**src/rtl/reg_file_wb_if.sv**
```systemverilog
// Register-file bus: write-back port, two read ports and write trace outputs.
// The datapath side drives the master modport; the register file is the slave.
interface reg_file_wb_if;
  logic        RegWrite;
  logic [4:0]  WriteRegister;
  logic [31:0] WriteData;
  logic [4:0]  ReadRegister1;
  logic [4:0]  ReadRegister2;
  logic [31:0] ReadData1;
  logic [31:0] ReadData2;
  logic [31:0] WriteOneHot;
  logic [31:0] WriteCount;

  modport master (
    output RegWrite, WriteRegister, WriteData, ReadRegister1, ReadRegister2,
    input  ReadData1, ReadData2, WriteOneHot, WriteCount
  );

  modport slave (
    input  RegWrite, WriteRegister, WriteData, ReadRegister1, ReadRegister2,
    output ReadData1, ReadData2, WriteOneHot, WriteCount
  );
endinterface

```
**src/rtl/reg_file_wb.sv**
```systemverilog
// MIPS architectural register file with one-hot write decode, optional
// read-during-write forwarding, and a registered write trace and write counter.
module reg_file_wb #(
  parameter logic [31:0] SP_INIT = 32'h0000_3FFC,
  parameter logic [31:0] GP_INIT = 32'h0000_1800,
  parameter bit          BYPASS  = 1'b1
) (
  input  logic         clock,
  input  logic         reset,
  reg_file_wb_if.slave bus
);

  logic [31:0] regs_q [32];
  logic [31:0] regs_d [32];
  logic [31:0] dec_s;
  logic [31:0] onehot_q;
  logic [31:0] onehot_d;
  logic [31:0] count_q;
  logic [31:0] count_d;
  logic [31:0] rd1_s;
  logic [31:0] rd2_s;

  function automatic logic [31:0] reset_value(input logic [4:0] idx);
    logic [31:0] v;
    case (idx)
      5'd28:   v = GP_INIT;
      5'd29:   v = SP_INIT;
      default: v = 32'h0000_0000;
    endcase
    return v;
  endfunction

  // $zero always reads zero, even when a forward would otherwise apply
  function automatic logic [31:0] read_mux(input logic [4:0]  idx,
                                           input logic [31:0] stored,
                                           input logic        fwd,
                                           input logic [31:0] wdata);
    logic [31:0] v;
    if (idx == 5'd0) begin
      v = 32'h0000_0000;
    end else if (fwd) begin
      v = wdata;
    end else begin
      v = stored;
    end
    return v;
  endfunction

  // One-hot write decode; bit 0 stays low so $zero is never written
  always_comb begin
    dec_s = 32'h0000_0000;
    for (int i = 1; i < 32; i++) begin
      dec_s[i] = bus.RegWrite & (bus.WriteRegister == 5'(i));
    end
  end

  // Next-state for storage, write trace and write counter
  always_comb begin
    for (int i = 0; i < 32; i++) begin
      if (dec_s[i]) begin
        regs_d[i] = bus.WriteData;
      end else begin
        regs_d[i] = regs_q[i];
      end
    end
    onehot_d = dec_s;
    if (|dec_s) begin
      count_d = count_q + 32'd1;
    end else begin
      count_d = count_q;
    end
  end

  // State register; reset wins over any write set up in the same cycle
  always_ff @(posedge clock or posedge reset) begin
    if (reset) begin
      for (int i = 0; i < 32; i++) begin
        regs_q[i] <= reset_value(5'(i));
      end
      onehot_q <= 32'h0000_0000;
      count_q  <= 32'h0000_0000;
    end else begin
      for (int i = 0; i < 32; i++) begin
        regs_q[i] <= regs_d[i];
      end
      onehot_q <= onehot_d;
      count_q  <= count_d;
    end
  end

  // Read ports; forwarding is suppressed while reset holds the array
  always_comb begin
    rd1_s = read_mux(bus.ReadRegister1, regs_q[bus.ReadRegister1],
                     BYPASS && !reset && dec_s[bus.ReadRegister1], bus.WriteData);
    rd2_s = read_mux(bus.ReadRegister2, regs_q[bus.ReadRegister2],
                     BYPASS && !reset && dec_s[bus.ReadRegister2], bus.WriteData);
  end

  assign bus.ReadData1   = rd1_s;
  assign bus.ReadData2   = rd2_s;
  assign bus.WriteOneHot = onehot_q;
  assign bus.WriteCount  = count_q;

endmodule

```
**src/flat_wrapper.sv**
```systemverilog
// flat-port wrapper written by rule: the top's interface ports become plain ports
module reg_file_wb_flat 
#(
  parameter logic [31:0] SP_INIT = 32'h0000_3FFC,
  parameter logic [31:0] GP_INIT = 32'h0000_1800,
  parameter bit          BYPASS  = 1'b1
)
  (clock, reset, bus_RegWrite, bus_WriteRegister, bus_WriteData, bus_ReadRegister1, bus_ReadRegister2, bus_ReadData1, bus_ReadData2, bus_WriteOneHot, bus_WriteCount);
  reg_file_wb_if bus_i ();
  input  logic clock;
  input  logic reset;
  input wire logic [$bits(bus_i.RegWrite)-1:0] bus_RegWrite;
  input wire logic [$bits(bus_i.WriteRegister)-1:0] bus_WriteRegister;
  input wire logic [$bits(bus_i.WriteData)-1:0] bus_WriteData;
  input wire logic [$bits(bus_i.ReadRegister1)-1:0] bus_ReadRegister1;
  input wire logic [$bits(bus_i.ReadRegister2)-1:0] bus_ReadRegister2;
  output wire logic [$bits(bus_i.ReadData1)-1:0] bus_ReadData1;
  output wire logic [$bits(bus_i.ReadData2)-1:0] bus_ReadData2;
  output wire logic [$bits(bus_i.WriteOneHot)-1:0] bus_WriteOneHot;
  output wire logic [$bits(bus_i.WriteCount)-1:0] bus_WriteCount;
  assign bus_i.RegWrite = bus_RegWrite;
  assign bus_i.WriteRegister = bus_WriteRegister;
  assign bus_i.WriteData = bus_WriteData;
  assign bus_i.ReadRegister1 = bus_ReadRegister1;
  assign bus_i.ReadRegister2 = bus_ReadRegister2;
  assign bus_ReadData1 = bus_i.ReadData1;
  assign bus_ReadData2 = bus_i.ReadData2;
  assign bus_WriteOneHot = bus_i.WriteOneHot;
  assign bus_WriteCount = bus_i.WriteCount;
  reg_file_wb #(.SP_INIT(SP_INIT), .GP_INIT(GP_INIT), .BYPASS(BYPASS)) u_core (.clock(clock), .reset(reset), .bus(bus_i));
endmodule
```
**config.mk**
```make
export PLATFORM = sky130hd
export DESIGN_NAME = reg_file_wb_flat
export DESIGN_NICKNAME = d
export VERILOG_FILES = /design/src/rtl/reg_file_wb_if.sv /design/src/rtl/reg_file_wb.sv /design/src/flat_wrapper.sv
export SDC_FILE = /design/constraint.sdc
export NUM_CORES = 2
export LEC_CHECK = 0
export ABC_CLOCK_PERIOD_IN_PS = 98300
export BUFFER_PORTS_ARGS = -buffer_cell sky130_fd_sc_hd__buf_4
export CORE_ASPECT_RATIO = 2
export CORE_UTILIZATION = 50
export CTS_BUF_LIST = sky130_fd_sc_hd__clkbuf_8 sky130_fd_sc_hd__clkbuf_16
export CTS_CLUSTER_DIAMETER = 80
export CTS_CLUSTER_SIZE = 24
export DETAILED_ROUTE_END_ITERATION = 10
export PLACE_DENSITY = 0.66
export SLEW_MARGIN = 20
export SYNTH_ARGS = -nofsm -noshare
export SYNTH_HDL_FRONTEND = slang
export SYNTH_SLANG_ARGS = --single-unit
```
**constraint.sdc**
```tcl
create_clock -name clock -period 98.3 [get_ports clock]
set_input_delay 4.915 -clock clock [delete_from_list [all_inputs] [get_ports clock]]
set_output_delay 4.915 -clock clock [all_outputs]
set_load 0.005 [all_outputs]
```
; After elaboration in Yosys (flattened, before gate mapping)
; Index checks and enable logic that the tools add are counted.
; Widths: inputs -> output; s select.
[word_totals]
output_inout_bits = 128
ff_bits = 1055
latchBits = 0
n_memories = 0
word_cells = 122
mem_bits_ro = 0
input_bits = 50
mem_bits_rw = 0
[op_classes]
n_addsub = 1
multipliers = 0
bitwise = 33
shift = 0
reduce_logical = 6
n_mux = 14
div = 0
n_lt_le_gt_ge = 4
n_eq_ne = 31
[op_table]
columns = operator, n
row1 = $bmux 32 s5, 2
row2 = $mux 32, 8
row3 = $eq 5x5->1 const B, 16
row4 = $eq 5x4->1 const B, 8
row5 = $add 32x1->32 const B, 1
row6 = $and 1x1->1, 31
row7 = $reduce_or 31->1, 1
row8 = $eq 5x3->1 const B, 4
row9 = $ge 6x6->1 const B, 2
row10 = $lt 5x6->1 const B, 2
row11 = $not 5->6, 2
row12 = $bmux 1 s5, 2
row13 = $eq 5x2->1 const B, 2
row14 = $logic_not 5->1, 2
row15 = $eq 5x1->1 const B, 1
row16 = $logic_and 1x1->1, 2
row17 = $mux 1, 2
row18 = $logic_not 1->1, 1

; Depth between registers and ports, before layout
[logic_depth]
depth_word = 7
ltp_mapped = 10

; Least setup slack after synthesis
; OpenSTA, ideal clock, no wires.
[synth_timing]
kind = input to output
from = input port reset
to = output port bus_ReadData1[0]
t_arrival_ps = 29730
required_time_ps = 93385
setup_slack_ps = 63655
n_path_buf = 1
path_stages = 6
cell_sequence = inv_1 -> o211ai_1 -> o22ai_2 -> clkbuf_1 -> nand2_1 -> o21ai_1
[synth_between]
elab_chain_len = 4
[synth_lines]
columns = item, line
row1 = start: declaration, flat_wrapper.sv:11  ; input logic reset;
row2 = $logic_not 1->1 (no line), -
row3 = $logic_and 1x1->1, reg_file_wb.sv:94  ; BYPASS && !reset && dec_s[bus.ReadRegister1], bus.WriteData);
row4 = $mux 32, reg_file_wb.sv:41  ; end else if (fwd) begin
row5 = $mux 32, reg_file_wb.sv:39  ; if (idx == 5'd0) begin
row6 = end: declaration, flat_wrapper.sv:17  ; output wire logic [$bits(bus_i.ReadData1)-1:0] bus_ReadData1;
; Every way passes these cells.

; Final worst setup path
[layout_timing]
from = input port bus_ReadRegister2[0]
to = output port bus_ReadData2[15]
[layout_between]
elab_chain_len = 6
elab_cells_between_ends = 10
classes_between = mux (7) / bitwise (1) / reduce/logical (2)
[layout_lines]
columns = item, line
row1 = start: declaration, flat_wrapper.sv:16  ; input wire logic [$bits(bus_i.ReadRegister2)-1:0] bus_ReadRegister2;
row2 = $not 5->6 (not written as such), reg_file_wb.sv:95  ; rd2_s = read_mux(bus.ReadRegister2, regs_q[bus.ReadRegister2],
row3 = $bmux 32 s5, reg_file_wb.sv:95
row4 = $mux 32 (not written as such) (2 in a row), reg_file_wb.sv:95
row5 = $mux 32, reg_file_wb.sv:41
row6 = $mux 32 *, reg_file_wb.sv:39
row7 = end: declaration, flat_wrapper.sv:18  ; output wire logic [$bits(bus_i.ReadData2)-1:0] bus_ReadData2;
; Every way passes the cells marked *; elsewhere a longest branch is shown, timed or not. The select of a mux whose other input is x is not followed.

==> flow_metrics.tcl <==
set metrics [dict create \
    root_buffer "clkbuf_16" \
    ir_worst_vdd_uv 12.8 \
    relSlewSlack 0.231 \
    place.gp.congestion 0.893 \
    antenna_found_initial 8 \
    slowest_stage "buf_4" \
    overflow 0 \
    netlist_area_um2 56000 \
    die_x_um 239 \
    yosysMostFrequentCell "nand2_1" \
    post_synth_fa_ha_maj_area_fraction 0.000223 \
    hold_path.class "reg -> reg" \
    worst_pin_slew_ns 1.15 \
    setup-violations-final 0 \
    rows 173 \
    tritoncts "yes" \
    post_cts_buffers 0 \
    min_period_over_period 0.147 \
    hpwlAfterDp_mm 113 \
    synth_edf_count 0 \
    netlist_top_cells_area "dfrtp_1 47%, mux4_2 19%, mux2_2 14%" \
    setup.worst_path.start_class "input port" \
    postSynthAreaPerCell_um2 12.2 \
    first_iter_violations 4519 \
    synth_area_leader_cell "dfrtp_1" \
    cp_max_fo 77 \
    crit_chain "buf_8, buf_12, buf_4, buf_4, mux4_2, mux4_2, nand2_1, nand2_1, mux2_2, buf_4" \
    post_cts_resize_count 0 \
    synth_compound_area_frac 0.0360 \
    required_ns 93.39 \
    synth_nets 4626 \
    instances_no_fill 5978 \
    io_pins 178 \
    synth-async-reset-ratio 1.00 \
    yosysUniqueCellTypes 57 \
    period_needed_ns 14.40 \
    drtAntennaViolNets 0 \
    dieArea_um2 113000 \
    htreeDepth 2 \
    worst_hold_slack_ns 0.487 \
    ys.flop_type "dfrtp_1" \
    yosys_warnings 0 \
    drv_cap 0 \
    criticalPathCategory "in -> out" \
    syn_inst 4575 \
    worst_path_most_repeated_cell "buf_4" \
    fin_tns_setup_ns 0 \
    endpoint_kind "primary output" \
    syn_to_final_growth_pct 6.72 \
    cts_made_buffers 49 \
    fin_worst_skew_ns 0.0141 \
    ys_seq_area_frac 0.472 \
    cts_buffer_depth 3 \
    wl_mm 193 \
    drcViolationCount 0 \
    critical_path_arrival_ns 9.49 \
    first_pass_iters 6 \
    start_util 0.504 \
    synth_top_area_frac 0.465 \
    power_density_nw_per_um2 18.0 \
    yosys.area_share.simple 0.104 \
    total_power_uw 1080 \
    grt_max_degree 103 \
    clock.fmax_mhz 69.4 \
    final_util 0.538 \
    first_global_vias 41400 \
    synth_top_family_by_area "multiplexers" \
    hold_buffers 0 \
    crit_path_max_incr_delay_ns 0.82 \
    synth_common_cells "1310 x nand2_1, 1041 x dfrtp_1, 717 x mux2_2" \
    io_buffer_count 176 \
    synth_xor_area_frac 0.00576 \
    clock_latency_ns 0.70 \
    cts.sinks 1055 \
    placeableCoreArea_um2 111000 \
    muxShareOfSynthArea 0.348 \
    routedWlPerCell_um 32.2 \
    vias 40200 \
    drive_gt1_frac 0.355 \
    hold_violations 0 \
    outcome "finished, final reports clean" \
    rsz0062_at_grt "false" \
    layout.nets 4509 \
    clk_pin_slew_ns 0.10 \
    grt_util_all_layers 0.346 \
    dieHeight_um 475 \
    grt_pass1_wl_mm 283 \
    dpl.cell_count 5893 \
    synth-seq-cells 1055 \
    cellLeakagePower_uw 0.0271 \
    via_per_inst 6.73 \
    finalMaxSlewViolations 0 \
]
-- stage by stage --
step                cell area [µm²]  worst slack [ns]
floorplan                     56000             63.65
global route                  59800             83.53
global placement              58300             83.80
detailed placement            58300             83.81
finish                        59800             83.90
CTS                           59700             83.79
-- state kept, by name, summed over array words and instances, names as in the netlist --
register                count
u_core.bus.WriteOneHot     31
u_core.regs_q             992
u_core.bus.WriteCount      32
-- layout by cell type (no fill, tap or decap), drive strengths merged, types with 6 or more instances in the layout --
cell type,count
and4,6
dfrtp,1041
or2,6
mux2,737
o21ai,35
buf,268
xnor2,25
nand4,8
a2111oi,31
nand3,13
nor2b,9
a21oi,35
nor2,122
nor3,8
dfstp,14
inv,44
nand2,1310
a22oi,95
xor2,11
a221oi,63
mux4,481
mux2i,34
clkbuf,51
-- layout make-up --
cell class              count  area [µm²]
inverters                  15        65.1
repair buffers            268        2090
clock buffers              51        1280
flip-flops and latches   1055       26400
multi-input cells        3069       27900
clock inverters            30         118
diodes                      3        7.51
well taps                1487        1860
fillers                  9347       51300
-- power by group --
| part | internal [µW] | total, µW | leakage, µW | switching, µW |
|---|---|---|---|---|
| logic | 146 | 261 | 0.0128 | 115 |
| registers | 514 | 576 | 0.0136 | 61.5 |
| clock network | 94.5 | 242 | 0.000787 | 147 |
-- logic make-up after synthesis --
kind of cell | Yosys count
compound gates | 273
flops | 1055
mux | 1252
buf+inv | 451
other cells | 1
fa+ha+maj | 1
simple gates | 1506
xor+xnor | 36
-- per-layer routing --
metal	wire length [µm]	vias to the layer above	track usage	part of all wire
li1	-	16100	-	-
met1	68900	21200	0.424	0.36
met2	93100	2266	0.559	0.48
met3	15800	704	0.0630	0.082
met4	14800	10	0.232	0.077
met5	57	-	0	0.00030
-- path summary, 6_finish.rpt --
kind	slack [ns]	from	depth (start not counted)	end
min in group asynchronous	4.41	reset	2	u_core.bus.WriteCount[9]$_DFFE_PP0P_
worst max register to register	96.22	u_core.bus.WriteCount[3]$_DFFE_PP0P_	6	u_core.bus.WriteCount[28]$_DFFE_PP0P_
worst min-delay path	0.49	u_core.bus.WriteCount[31]$_DFFE_PP0P_	1	u_core.bus.WriteCount[31]$_DFFE_PP0P_
max in group asynchronous	89.82	reset	6	u_core.regs_q[109]$_DFFE_PP0N_
worst max-delay path	83.90	bus_ReadRegister2[0]	10	bus_ReadData2[15]
worst min register to register	0.49	u_core.bus.WriteCount[31]$_DFFE_PP0P_	1	u_core.bus.WriteCount[31]$_DFFE_PP0P_
-- worst max-delay path: cells and delay by family --
family,cells,cell delay [ns]
simple gates,2,0.21
buf+inv,5,2.73
mux,3,1.37
(Power assumes the default switching activity.)
